--- config.mk ---
export PLATFORM = sky130hd
export DESIGN_NAME = popcount_arbiter
export DESIGN_NICKNAME = d
export VERILOG_FILES = /design/src/rtl/popcount_arbiter.sv
export SDC_FILE = /design/constraint.sdc
export NUM_CORES = 1
export LEC_CHECK = 0
export BUFFER_PORTS_ARGS = -buffer_cell sky130_fd_sc_hd__buf_4
export CAP_MARGIN = 0
export CELL_PAD_IN_SITES_DETAIL_PLACEMENT = 1
export CELL_PAD_IN_SITES_GLOBAL_PLACEMENT = 1
export CORE_MARGIN = 2
export CORE_UTILIZATION = 36
export DETAILED_ROUTE_END_ITERATION = 12
export PLACE_DENSITY = 0.82
export SLEW_MARGIN = 20
export SYNTH_ARGS = -nofsm -noshare
export SYNTH_HDL_FRONTEND = slang
export SYNTH_SLANG_ARGS = --single-unit
--- constraint.sdc ---
create_clock -name clk -period 3.96 [get_ports clk]
set_input_delay 0.396 -clock clk [delete_from_list [all_inputs] [get_ports clk]]
set_output_delay 0.396 -clock clk [all_outputs]
set_load 0.05 [all_outputs]
--- src/rtl/popcount_arbiter.sv ---
// Round-robin arbiter sharing one combinational popcount unit between NREQ byte requesters.
// Define POPCOUNT_ARBITER_STATS_EN to add the saturating total_ones accumulator output.
//
// state   | meaning
// IDLE    | waiting for a request; round-robin winner is granted combinationally
// COMPUTE | winner's byte latched in operand register, popcount being registered
// RESPOND | rsp_valid high, rsp_count/rsp_id frozen until rsp_ready

module popcount_arbiter #(
   parameter int NREQ = 4
) (
   input  logic                    clk,
   input  logic                    rst_n,
   input  logic [NREQ-1:0]         req_valid,
   input  logic [8*NREQ-1:0]       req_data,
   output logic [NREQ-1:0]         req_ready,
   output logic                    rsp_valid,
   input  logic                    rsp_ready,
   output logic [3:0]              rsp_count,
   output logic [$clog2(NREQ)-1:0] rsp_id,
   output logic                    busy
`ifdef POPCOUNT_ARBITER_STATS_EN
   ,
   output logic [15:0]             total_ones
`endif
);

   localparam int ID_W = $clog2(NREQ);

   typedef enum logic [1:0] {
      IDLE    = 2'd0,
      COMPUTE = 2'd1,
      RESPOND = 2'd2
   } state_t;

   state_t            state;
   state_t            state_nxt;
   logic [7:0]        operand;
   logic [ID_W-1:0]   id_reg;
   logic [ID_W-1:0]   last_grant;
   logic [ID_W-1:0]   grant_idx;
   logic [ID_W-1:0]   cand;
   logic              grant_found;
   logic              accept;
   logic [3:0]        add_bits_out;
   logic [7:0]        req_bytes [NREQ];

   function automatic logic [3:0] add_bits(input logic [7:0] val);
      logic [3:0] cnt;
      cnt = '0;
      for (int b = 0; b < 8; b++) begin
         cnt = cnt + {3'b000, val[b]};
      end
      return cnt;
   endfunction

   for (genvar i = 0; i < NREQ; i++) begin : g_bytes
      assign req_bytes[i] = req_data[8*i +: 8];
   end

   // Search upward from last_grant+1 with wrap; first valid requester wins.
   always_comb begin
      grant_found = 1'b0;
      grant_idx   = '0;
      cand        = last_grant;
      for (int k = 0; k < NREQ; k++) begin
         cand = (cand == ID_W'(NREQ - 1)) ? '0 : cand + ID_W'(1);
         if (!grant_found && req_valid[cand]) begin
            grant_found = 1'b1;
            grant_idx   = cand;
         end
      end
   end

   assign accept       = (state == IDLE) && grant_found;
   assign add_bits_out = add_bits(operand);

   always_ff @(posedge clk or negedge rst_n) begin
      if (!rst_n) begin
         state <= IDLE;
      end else begin
         state <= state_nxt;
      end
   end

   always_comb begin
      state_nxt = state;
      case (state)
         IDLE:    if (grant_found) state_nxt = COMPUTE;
         COMPUTE: state_nxt = RESPOND;
         RESPOND: if (rsp_ready) state_nxt = IDLE;
         default: state_nxt = IDLE;
      endcase
   end

   // req_ready is gated by rst_n so no grant is advertised while held in reset.
   always_comb begin
      req_ready = '0;
      if (accept && rst_n) begin
         req_ready[grant_idx] = 1'b1;
      end
      rsp_valid = (state == RESPOND);
      busy      = (state != IDLE);
   end

   always_ff @(posedge clk or negedge rst_n) begin
      if (!rst_n) begin
         operand    <= '0;
         id_reg     <= '0;
         last_grant <= ID_W'(NREQ - 1);
         rsp_count  <= '0;
      end else begin
         if (accept) begin
            operand    <= req_bytes[grant_idx];
            id_reg     <= grant_idx;
            last_grant <= grant_idx;
         end
         if (state == COMPUTE) begin
            rsp_count <= add_bits_out;
         end
      end
   end

   assign rsp_id = id_reg;

`ifdef POPCOUNT_ARBITER_STATS_EN
   logic [16:0] ones_sum;

   assign ones_sum = {1'b0, total_ones} + {13'b0, rsp_count};

   always_ff @(posedge clk or negedge rst_n) begin
      if (!rst_n) begin
         total_ones <= '0;
      end else if (rsp_valid && rsp_ready) begin
         total_ones <= ones_sum[16] ? 16'hFFFF : ones_sum[15:0];
      end
   end
`endif

endmodule
==> results.md <==
* Worst VDD drop at 0.288 mV
* Synth cell count leaders: 22 x inv_1, 18 x a211oi_1, 16 x dfrtp_1
* Die width at 66.8 um
* Gp weighted congestion at 0.785
* Cells after synthesis at 159
* IO Port Bufs at 50
* Critical path type: register to output port
* Setup TNS at 0 ps
* FF-to-FF path depth at 7
* Worst-margin pin slew at 916 ps
* DR WL/cell at 16.1 um
* Grt ovf at 0
* R2R setup slack at 760 ps
* Setup Viol. Count Final at 0
* Post-CTS Setup Repair Bufs at 0
* Diodes inserted at 0
* Post-synth EDFFs at 0
* Fill cells at 454
* Detail Route Antenna Nets at 0
* CTS buffer count at 3
* Rows at 22
* Die area at 4470 um2
* Drt pass-1 iters at 4
* HPWL after detailed placement at 3330 um
* Startpoint type of the worst setup path: register
* Reg2reg end: operand[6]
* Root buffer cell: clkbuf_8
* Cell Pwr Density at 1070 nW/um2
* Clk_skew at 0.974 ps
* H-Tree Depth at 1
* Most frequent cell after synthesis: inv_1
* Final period utilization at 0.899
* GRT Overall Usage at 0.193
* Area delta synth->final at 29.7%
* RR Startpoint: last_grant[0]
* First-pass GRT wire length at 6440 um
* Min Hold Slack at 319 ps
* Launch point of the critical path: last_grant[0]
* WP data arrival at 3160 ps
* Largest fanout on the critical path at 18
* Distinct cells, synth at 41
* Drt total wl at 4030 um
* DP Area at 1780 um2
* Critical Path RT at 3560 ps
* Drt initial violations at 50
* Final cell count without fillers at 250
* Final min period at 3560 ps
* Final net count at 250
* IO Count at 51
* Max_cap viols at 0
* TritonCTS clock tree: yes
* Syn nets at 206
* Max Slew Vio Count at 0
* Seq/Total Area, Yosys at 0.319
* Area leader, netlist: dfrtp_1
* Mean Syn Cell Area at 8.94 um2
* Total number of vias at 1,359
* Core area at 3720 um2
* Sink Count at 18
* Fraction of registers with async set/reset at 1.00
* Vias in the first global route at 1,422
* F_max at 281 MHz
* Ys Warns at 0
* Cts hold-fix bufs at 1
* Mapped cell area at 1420 um2
* Placed Instances at 245
* Max Root-Sink Buffers at 2
* Share of cells above drive strength 1 at 0.317
* Fin util at 0.496
* Outcome: completed
* Unrepaired setup endpoints after global routing: no
* Rel. slew slack at 0.389
* Fin. Hold Viols at 0
* Drc violations at 0
* Final Cell Area at 1840 um2
* CP Capture Type: output port
* Top-area cell type share of the netlist area at 0.282
* Initial antenna violation count at 0
* Die height at 66.8 um
* Setup crit end: req_ready[1]
* CTS resizes at 0
* Leak at 0.895 nW
* Flops & latches, synth at 18
* Most used DFF post-synth: dfrtp_1
* Initial Util at 0.382
* Largest net degree at the start of global routing at 21
* Clock transition at path regs at 60 ps
* Synth top area cells: dfrtp_1 28%, a211oi_1 9.5%, inv_1 5.8%
* Hold Crit Class: input port to register
* Vias per cell at 5.44
* Later-pin clock latency in the skew report at 260 ps
## logic make-up after synthesis
family,after synthesis,share of synthesized area
adders and majority gates,8,0.0916
buffers and inverters,34,0.114
AOI/OAI and AO/OA,51,0.270
muxes,10,0.0748
xor gates and xnor gates,1,0.00616
and+or+nand+nor,37,0.125
DFF,18,0.319
## cells in the final DEF (no fill, tap or decap), types with 5 or more instances in the layout
master	n
a211oi_1	18
a2111oi_0	8
a21o_1	5
o21ai_0	7
dfrtp_1	16
nand2_1	11
mux2i_1	8
buf_4	50
nor2_1	12
inv_1	22
## worst max-delay path: stages, from the launching register on
cell	delay (ps)
dfstp_2	670
ha_1	390
or3_4	380
a21o_1	210
a21oi_4	250
a21o_1	610
nor3_1	160
buf_4	240
## area by class of cell
type	count	area [um2]	area share
Clock buffer	4	55.1	0.0299
Sequential cell	18	453	0.246
Timing Repair Buffer	51	385	0.209
Inverter	22	82.6	0.0448
Multi-Input combinational cell	107	807	0.438
Tap cell	48	60.1	0.0326
## power by group
group          internal (mW)  leakage, nW  switching, mW
clock network         0.0885       0.0288         0.0620
logic                  0.560        0.658          0.899
registers              0.290        0.209         0.0674
## metal layers
metal,wire length [um],GRT usage,share of wire,vias to the layer above
li1,-,-,-,652
met1,1650,0.221,0.41,664
met2,2160,0.356,0.54,32
met3,103,0.0101,0.026,11
met4,116,0.102,0.029,0
met5,0,0,0,-
## per-stage QoR
stage | power, mW | setup slack, ps
global placement | 1.70 | 813
floorplan | 1.50 | 527
CTS | 1.99 | 411
finish | 1.97 | 401
detailed placement | 1.82 | 699
global route | 2.15 | 184
## registers in the layout, summed over array words and instances (netlist names)
signal / count
last_grant: 2
operand: 8
rsp_count: 4
rsp_id: 2
state: 2
## how the worst min path moves through the flow
stage / start / endpoint / slack [ps] / cells past startpoint
after CTS: rsp_ready / state[1] / 310 / 2
final: rsp_ready / state[1] / 320 / 2
after global placement: rst_n / state[1] / 280 / 1
after global routing: rsp_ready / state[1] / 340 / 2
after detailed placement: rst_n / rsp_count[1] / 280 / 1
after floorplan: rst_n / operand[0] / 100 / 0
Note: power is estimated with default switching activity, not from simulation.
